File: src/rtl/mul_result_accumulator_if.sv
// rtl/mul_result_accumulator_if.sv - control, product and result signals of the accumulator
interface mul_result_accumulator_if #(
    parameter int LEN_W = 8
);
    logic                      start;
    logic [LEN_W-1:0]          length;
    logic [1:0]                precision;
    logic                      mul_valid;
    logic [31:0]               mul_result;
    logic                      out_ready;
    logic                      busy;
    logic                      acc_valid;
    logic [2*(16+LEN_W)-1:0]   acc_out;
    logic                      err;

    modport master (
        output start, length, precision, mul_valid, mul_result, out_ready,
        input  busy, acc_valid, acc_out, err
    );

    modport slave (
        input  start, length, precision, mul_valid, mul_result, out_ready,
        output busy, acc_valid, acc_out, err
    );
endinterface

File: src/rtl/mul_result_accumulator.sv
// rtl/mul_result_accumulator.sv - sums a counted run of multiplier products, split-lane or full width
module mul_result_accumulator #(
    parameter int LEN_W = 8
) (
    input  logic                   clk,
    input  logic                   rst,
    mul_result_accumulator_if.slave bus
);
    localparam int LANE_W = 16 + LEN_W;
    localparam int ACC_W  = 2 * LANE_W;

    localparam logic [1:0] PREC_LANES = 2'b00;
    localparam logic [1:0] PREC_WIDE  = 2'b11;

    typedef enum logic [1:0] {
        IDLE,
        ACCUM,
        DONE
    } state_t;

    state_t             state_q, state_d;
    logic [LEN_W-1:0]   len_q, len_d;
    logic [LEN_W-1:0]   cnt_q, cnt_d;
    logic [1:0]         prec_q, prec_d;
    logic [ACC_W-1:0]   acc_q, acc_d;
    logic               err_q, err_d;

    logic               start_legal;
    logic               last_product;
    logic [LANE_W-1:0]  lane0_sum;
    logic [LANE_W-1:0]  lane1_sum;
    logic [ACC_W-1:0]   wide_sum;
    logic [ACC_W-1:0]   acc_sum;

    // Lanes are summed separately so a lane0 carry can never leak into lane1.
    assign lane0_sum = acc_q[LANE_W-1:0]     + {{LEN_W{1'b0}}, bus.mul_result[15:0]};
    assign lane1_sum = acc_q[ACC_W-1:LANE_W] + {{LEN_W{1'b0}}, bus.mul_result[31:16]};
    assign wide_sum  = acc_q + {{(ACC_W-32){1'b0}}, bus.mul_result};
    assign acc_sum   = (prec_q == PREC_WIDE) ? wide_sum : {lane1_sum, lane0_sum};

    assign start_legal  = (bus.precision == PREC_LANES) || (bus.precision == PREC_WIDE);
    assign last_product = (cnt_q == len_q - LEN_W'(1));

    always_comb begin
        state_d = state_q;
        len_d   = len_q;
        cnt_d   = cnt_q;
        prec_d  = prec_q;
        acc_d   = acc_q;
        err_d   = 1'b0;

        case (state_q)
            IDLE: begin
                if (bus.start) begin
                    if (start_legal) begin
                        len_d   = bus.length;
                        prec_d  = bus.precision;
                        cnt_d   = '0;
                        acc_d   = '0;
                        state_d = (bus.length == '0) ? DONE : ACCUM;
                    end else begin
                        err_d = 1'b1;
                    end
                end
            end
            ACCUM: begin
                // Final product lands in acc_q on the same edge that enters DONE.
                if (bus.mul_valid) begin
                    acc_d = acc_sum;
                    cnt_d = cnt_q + LEN_W'(1);
                    if (last_product) begin
                        state_d = DONE;
                    end
                end
            end
            DONE: begin
                if (bus.out_ready) begin
                    state_d = IDLE;
                end
            end
            default: begin
                state_d = IDLE;
            end
        endcase
    end

    always_ff @(posedge clk or negedge rst) begin
        if (!rst) begin
            state_q <= IDLE;
            len_q   <= '0;
            cnt_q   <= '0;
            prec_q  <= PREC_LANES;
            acc_q   <= '0;
            err_q   <= 1'b0;
        end else begin
            state_q <= state_d;
            len_q   <= len_d;
            cnt_q   <= cnt_d;
            prec_q  <= prec_d;
            acc_q   <= acc_d;
            err_q   <= err_d;
        end
    end

    assign bus.busy      = (state_q != IDLE);
    assign bus.acc_valid = (state_q == DONE);
    assign bus.acc_out   = acc_q;
    assign bus.err       = err_q;
endmodule

File: src/flat_wrapper.sv
// flat-port wrapper written by rule: the top's interface ports become plain ports
module mul_result_accumulator_flat 
#(
    parameter int LEN_W = 8
)
  (clk, rst, bus_start, bus_length, bus_precision, bus_mul_valid, bus_mul_result, bus_out_ready, bus_busy, bus_acc_valid, bus_acc_out, bus_err);
  mul_result_accumulator_if #(.LEN_W(LEN_W)) bus_i ();
  input  logic clk;
  input  logic rst;
  input wire logic [$bits(bus_i.start)-1:0] bus_start;
  input wire logic [$bits(bus_i.length)-1:0] bus_length;
  input wire logic [$bits(bus_i.precision)-1:0] bus_precision;
  input wire logic [$bits(bus_i.mul_valid)-1:0] bus_mul_valid;
  input wire logic [$bits(bus_i.mul_result)-1:0] bus_mul_result;
  input wire logic [$bits(bus_i.out_ready)-1:0] bus_out_ready;
  output wire logic [$bits(bus_i.busy)-1:0] bus_busy;
  output wire logic [$bits(bus_i.acc_valid)-1:0] bus_acc_valid;
  output wire logic [$bits(bus_i.acc_out)-1:0] bus_acc_out;
  output wire logic [$bits(bus_i.err)-1:0] bus_err;
  assign bus_i.start = bus_start;
  assign bus_i.length = bus_length;
  assign bus_i.precision = bus_precision;
  assign bus_i.mul_valid = bus_mul_valid;
  assign bus_i.mul_result = bus_mul_result;
  assign bus_i.out_ready = bus_out_ready;
  assign bus_busy = bus_i.busy;
  assign bus_acc_valid = bus_i.acc_valid;
  assign bus_acc_out = bus_i.acc_out;
  assign bus_err = bus_i.err;
  mul_result_accumulator #(.LEN_W(LEN_W)) u_core (.clk(clk), .rst(rst), .bus(bus_i));
endmodule
File: config.mk
export PLATFORM = sky130hd
export DESIGN_NAME = mul_result_accumulator_flat
export DESIGN_NICKNAME = d
export VERILOG_FILES = /design/src/rtl/mul_result_accumulator_if.sv /design/src/rtl/mul_result_accumulator.sv /design/src/flat_wrapper.sv
export SDC_FILE = /design/constraint.sdc
export NUM_CORES = 1
export LEC_CHECK = 0
export CORE_MARGIN = 5
export CORE_UTILIZATION = 40
export CTS_BUF_LIST = sky130_fd_sc_hd__clkbuf_8
export CTS_CLUSTER_SIZE = 12
export DETAILED_ROUTE_END_ITERATION = 10
export PLACE_DENSITY = 0.69
export SLEW_MARGIN = 20
export SYNTH_ARGS = -nofsm -noshare
export SYNTH_HDL_FRONTEND = slang
export SYNTH_SLANG_ARGS = --single-unit
File: constraint.sdc
create_clock -name clk -period 5.55 [get_ports clk]
set_clock_uncertainty 0.1 [all_clocks]
set_input_delay 1.11 -clock clk [delete_from_list [all_inputs] [get_ports clk]]
set_output_delay 1.11 -clock clk [all_outputs]
set_load 0.01 [all_outputs]
==> results of run 1 <==
power groups by stage:
stage                     clock network [W]  logic (W)  registers (W)
after CTS                          0.000434    0.00247       0.000953
final                              0.000422    0.00247       0.000954
after global routing               0.000452    0.00276       0.000992
after detailed placement                  0    0.00245       0.000960
after floorplan                           0    0.00168       0.000930
after global placement                    0    0.00243       0.000960
metrics by stage:
| step | instances | cell area [µm²] | power (W) | utilization [%] |
|---|---|---|---|---|
| 6_report | 1076 | 7620 | 0.00385 | 49.8 |
| 5_1_grt | 1076 | 7620 | 0.00420 | 49.8 |
| 4_1_cts | 1076 | 7620 | 0.00386 | 49.8 |
| 3_5_place_dp | 1060 | 7430 | 0.00341 | 48.5 |
| 3_3_place_gp | 1060 | 7430 | 0.00339 | 48.5 |
| 2_1_floorplan | 775 | 6280 | 0.00261 | - |
cells in the final DEF (no fill, tap or decap), types with 8 or more instances in the layout:
cell	n
a211oi_1	11
a21o_1	18
a21oi_1	54
a31oi_1	12
and3_1	11
clkbuf_8	9
clkdlybuf4s50_1	96
dfrtp_1	69
ha_1	50
inv_1	28
nand2_1	98
nand2b_1	8
nand3_1	29
nand4_1	20
nor2_1	50
nor3_1	13
nor4_1	12
o211ai_1	12
o21ai_0	66
xnor2_1	28
xor2_1	22
cell type report:
type,instances,area [µm²],area share (%)
Timing Repair Buffer,103,1010,13.3
Multi-Input combinational cell,650,4330,56.8
Inverter,27,101,1.33
Tap cell,211,264,3.46
Clock buffer,9,124,1.62
Sequential cell,69,1730,22.6
Clock inverter,7,66.3,0.870
how the worst min path moves through the flow:
stage	from	to	slack [ns]	cells after the start
4_1_cts	u_core.len_q[7]	u_core.len_q[7]	0.41	2
6_report	u_core.len_q[7]	u_core.len_q[7]	0.41	2
2_1_floorplan	u_core.len_q[7]	u_core.len_q[7]	0.37	2
3_5_place_dp	u_core.len_q[7]	u_core.len_q[7]	0.39	2
3_3_place_gp	u_core.len_q[7]	u_core.len_q[7]	0.38	2
5_1_grt	u_core.len_q[7]	u_core.len_q[7]	0.45	2
cell families (layout without fill, tap and decap cells):
family | Yosys count | after routing | share of synthesized area, %
and+or+nand+nor | 280 | 280 | 22.2
AOI/OAI and AO/OA | 264 | 264 | 28.5
DFF | 69 | 69 | 27.5
buffers and inverters | 56 | 146 | 3.49
adders and majority gates | 52 | 52 | 10.6
xor gates and xnor gates | 51 | 51 | 7.24
muxes | 3 | 3 | 0.478
state kept, by name, summed over array words and instances (netlist names):
name,cells
u_core.bus.acc_out,48
u_core.prec_q,2
u_core.cnt_q,8
u_core.bus.err,1
u_core.len_q,8
u_core.state_q,2
layer usage:
layer / vias up / track usage [%] / part of all wire, %
li1: 3086 / - / -
met3: 26 / 3.97 / 6.4
met5: - / 0 / 0
met4: 0 / 6.94 / 2.0
met1: 2940 / 28.0 / 46
met2: 189 / 33.6 / 46
tightest hold or removal path, delay by kind of cell, from the launching register on:
kind             cells  cell delay, ns
DFF                  1            0.36
and+or+nand+nor      2            0.11
==> impl_metrics.ini, run 1 <==
[timing]
tns_ns = 0
fin_crit_ns = 3.99
fin_crit_sh_pct = 71.9
slew_viol_final = 0
holdWs_ns = 0.406
fin_ws_ns = 1.56
finalHoldViolCount = 0
fmaxAchievable_ghz = 0.251
rsz0062_at_grt = false
slew_headroom_pct = 38.8
finalSetupViolCount = 0
worstMarginPinSlew_ns = 0.915

[logic_synthesis]
synthDistinctLibCells = 77
synth_top_area_share_pct = 27.5
syn_nets = 874
synthCells = 775
yosysWarnings = 0
netlist_area_um2 = 6280
ys.flop_type = dfrtp_1
synth_most_common_cell = nand2_1
synth_edf_count = 0
synth.area.top_cells = dfrtp_1, ha_1, nand2_1
syn_avg_cell_area_um2 = 8.10
synth_commonest_cells = nand2_1, dfrtp_1, o21ai_0
yosysTopAreaCell = dfrtp_1
yosys_register_bits = 69
async_flop_share_pct = 100
yosysSeqAreaShare_pct = 27.5

[die]
start_util_pct = 41.0
fp.dieW_um = 135
core_area_um2 = 15300
io_pins = 98
die_area_um2 = 18300
dieHeight_um = 135
row_count = 45

[setup_path]
ff2ff_setup_slack_ns = 2.27
cp_data_required_time_ns = 5.77
worstPathArrival_ns = 4.21
slowest_stage = or4b_1
cp-end-kind = flop
criticalPathCategory = in2reg
reg2reg_from = u_core.bus.acc_out[0]
start_kind = input pin
r2r_cells = 10
crit_fanout = 12
crit_chain = clkdlybuf4s50_1 > ha_1 > inv_1 > fa_1 > nand2b_1 > a21o_1 > a211o_1 > a311oi_1 > o41ai_1 > buf_4 > or4b_1 > o211ai_1 > or3_1
startpoint = bus_mul_result[16]
cpPeakStageDelay_ns = 0.50
timing.rr.end = u_core.bus.acc_out[42]
critPathCapture = u_core.bus.acc_out[42]
critPathBufInv = 3
cp.depth = 13
cp_top_family = compound AO/OA/AOI/OAI gates

[cts]
cts_resized = 0
cts.clk_slew.worst_paths_ns = 0.08
cts_buffers = 9
clk_path_buf_depth = 2
clock_sinks = 69
htreeDepth = 3
clock_latency_ns = 0.37
cts_hold_buffers = 0
cts_tree = built
clockRootBuffer = clkbuf_8
post_cts_buffers = 0

[status]
status = finished, final reports clean

[global_routing]
grt_max_degree = 40
grt_pass1_wl_mm = 30.9
overflow = 0
antenna_found_initial = 0
grt_pass1_vias = 6000
grt.total_usage_pct = 20.8

[finish]
n_antenna_cell = 0
area_growth_pct = 21.5
drive_above_1_share_pct = 5.20
nFillCells = 1536
nNetsFinal = 959

[power]
peakVddDrop_uv = 209
internal-power_w = 0.00198
clkPwrFrac_pct = 11.0
switchingPower_w = 0.00187
combPwrFrac_pct = 64.3
powerDensity_nw_per_um2 = 505
leakagePower_nw = 3.26
p_seq_share_pct = 24.8
switching_share_pct = 48.5

[placed_design]
portBuffers = 97
place.gp.congestion = 0.906
hpwl_mm = 14.3
place_ws_ns = 1.19

[routing]
wl_mm = 18.7
wl_per_cell_um = 17.4
drc = 0
antenna_left = 0
viasPerCell = 5.80
vias = 6241
drt_iter0_drc = 425
firstDrtPassIters = 5

[hold_path]
hold_path_class = reg2reg

[run]
cap_viol_max_count = 0
No activity file was read; power rests on OpenSTA's default activity.
==> run 2: changes to the inputs <==
==> constraint.sdc (replaced) <==
create_clock -name clk -period 4 [get_ports clk]
set_clock_uncertainty 0.1 [all_clocks]
set_input_delay 0.8 -clock clk [delete_from_list [all_inputs] [get_ports clk]]
set_output_delay 0.8 -clock clk [all_outputs]
set_load 0.01 [all_outputs]
==> run 2 against run 1 <==
Against the previous run: power increased by 47%; global-route usage grew 0.63 points; worst hold slack improved by 0.0095 ns; sequential power rose by 39%; clock power is 81% higher; non-clock buffer count grew 21; sequential cell count did not move; combinational power up 44%; final cell count increased by 1.8%; sequential share of layout area fell by 0.63 points; clock-buffer cell count unchanged; register-to-register slack lost 1.4 ns.
==> impl_metrics.ini, run 2 (synthesis results as in run 1) <==
[power]
switchingPower_w = 0.00262
leakagePower_nw = 3.38
combPwrFrac_pct = 63.0
p_seq_share_pct = 23.5
peakVddDrop_uv = 313
internal-power_w = 0.00302
power.total_w = 0.00564
switching_share_pct = 46.5
clkPwrFrac_pct = 13.5
powerDensity_nw_per_um2 = 720

[finish]
nNetsFinal = 980
final_core_util_pct = 51.2
area_growth_pct = 24.9
largest_reg_flops = 48
drive_above_1_share_pct = 7.35
design_area_um2 = 7840
layout_common_cells = nand2_1, clkdlybuf4s50_1, dfrtp_1
n_antenna_cell = 0
mostFrequentLayoutCell = nand2_1
nFillCells = 1475

[routing]
antenna_left = 0
vias = 6409
drt_iter0_drc = 587
firstDrtPassIters = 5
drc = 0
wl_per_cell_um = 17.4
viasPerCell = 5.85
wl_mm = 19.1

[timing]
fin_crit_ns = 3.60
fin_crit_sh_pct = 90.0
holdWs_ns = 0.416
slew_headroom_pct = 38.1
slew_viol_final = 0
rsz0062_at_grt = false
tns_ns = 0
fmaxAchievable_ghz = 0.278
worstMarginPinSlew_ns = 0.928
finalSetupViolCount = 0
finalHoldViolCount = 0

[die]
io_pins = 98
row_count = 45
dieHeight_um = 135
start_util_pct = 41.0
fp.dieW_um = 135
die_area_um2 = 18300
core_area_um2 = 15300

[hold_path]
hold_path_class = reg2reg

[placed_design]
place.gp.congestion = 0.975
hpwl_mm = 14.5
portBuffers = 97
place_area_um2 = 7590

[cts]
clock_latency_ns = 0.38
htreeDepth = 3
clk_path_buf_depth = 2
cts_resized = 0
cts.clk_slew.worst_paths_ns = 0.07
clockRootBuffer = clkbuf_8
clock_sinks = 69
cts_buffers = 9
post_cts_buffers = 0
cts_hold_buffers = 0
cts_tree = built

[setup_path]
cp-end-kind = flop
critPathBufInv = 3
criticalPathCategory = in2reg
cpPeakStageDelay_ns = 0.48
start_kind = input pin
crit_fanout = 10
cp_top_family = compound AO/OA/AOI/OAI gates
cp_data_required_time_ns = 4.15
crit_chain = clkdlybuf4s50_1 > ha_1 > inv_1 > fa_1 > nand2b_1 > a21o_1 > a211o_1 > a311oi_1 > o41ai_1 > buf_4 > nand4_1 > o211ai_1 > or3_1
slowest_stage = clkdlybuf4s50_1
worstPathArrival_ns = 3.75

[global_routing]
grt.total_usage_pct = 21.4
grt_max_degree = 70
grt_pass1_vias = 6227
overflow = 0
grt_pass1_wl_mm = 31.9
antenna_found_initial = 0

[run]
cap_viol_max_count = 0

[status]
status = finished, final reports clean
run 2: cell types whose count changed in the layout (fill, tap and decap cells not counted), sizes merged:
cell	previous run	this run
inv	29	27
clkinv	4	1
buf	7	28
bufinv	1	4
run 2: routing by layer:
metal	GRT usage (%)	share of wire [%]	up-vias
met1	29.3	46	3063
met3	5.13	6.8	14
met5	0	0	-
met4	4.54	1.0	0
li1	-	-	3122
met2	34.6	46	210
run 2: worst min-delay path, stage by stage (launching register included):
cell and delay [ns]:
dfrtp_1 0.37, nand2_1 0.05, o21ai_0 0.06
run 2: power groups by stage:
stage / Combinational (W) / Clock (W) / Sequential, W
6_report: 0.00355 / 0.000762 / 0.00133
5_1_grt: 0.00395 / 0.000799 / 0.00137
2_1_floorplan: 0.00233 / 0 / 0.00129
3_5_place_dp: 0.00351 / 0 / 0.00133
3_3_place_gp: 0.00348 / 0 / 0.00133
4_1_cts: 0.00354 / 0.000776 / 0.00132
run 2: layout make-up:
type	count	area (µm²)	area share, %
multi-input combinational	650	4330	55.2
clock buffer	9	124	1.58
tap	211	264	3.37
clock inverter	5	125	1.60
sequential	69	1730	22.0
timing repair buffer	124	1170	14.9
inverter	27	101	1.29
run 2: final timing paths:
| check | from | endpoint | slack [ns] | cells after the start |
|---|---|---|---|---|
| setup / recovery | bus_mul_result[16] | u_core.bus.acc_out[42] | 0.40 | 13 |
| hold / removal | u_core.bus.acc_out[9] | u_core.bus.acc_out[9] | 0.42 | 2 |
| setup reg to reg | u_core.bus.acc_out[2] | u_core.bus.acc_out[47] | 0.83 | 9 |
| hold reg to reg | u_core.bus.acc_out[9] | u_core.bus.acc_out[9] | 0.42 | 2 |
| max in group asynchronous | rst | u_core.bus.acc_out[27] | 2.66 | 2 |
| min in group asynchronous | rst | u_core.len_q[3] | 0.55 | 2 |
run 2: stage by stage:
stage	instances	worst slack, ns
final	1095	0.401
after global routing	1095	0.161
after global placement	1081	0.0830
after CTS	1095	0.414
after floorplan	775	0.604
after detailed placement	1081	0.0192
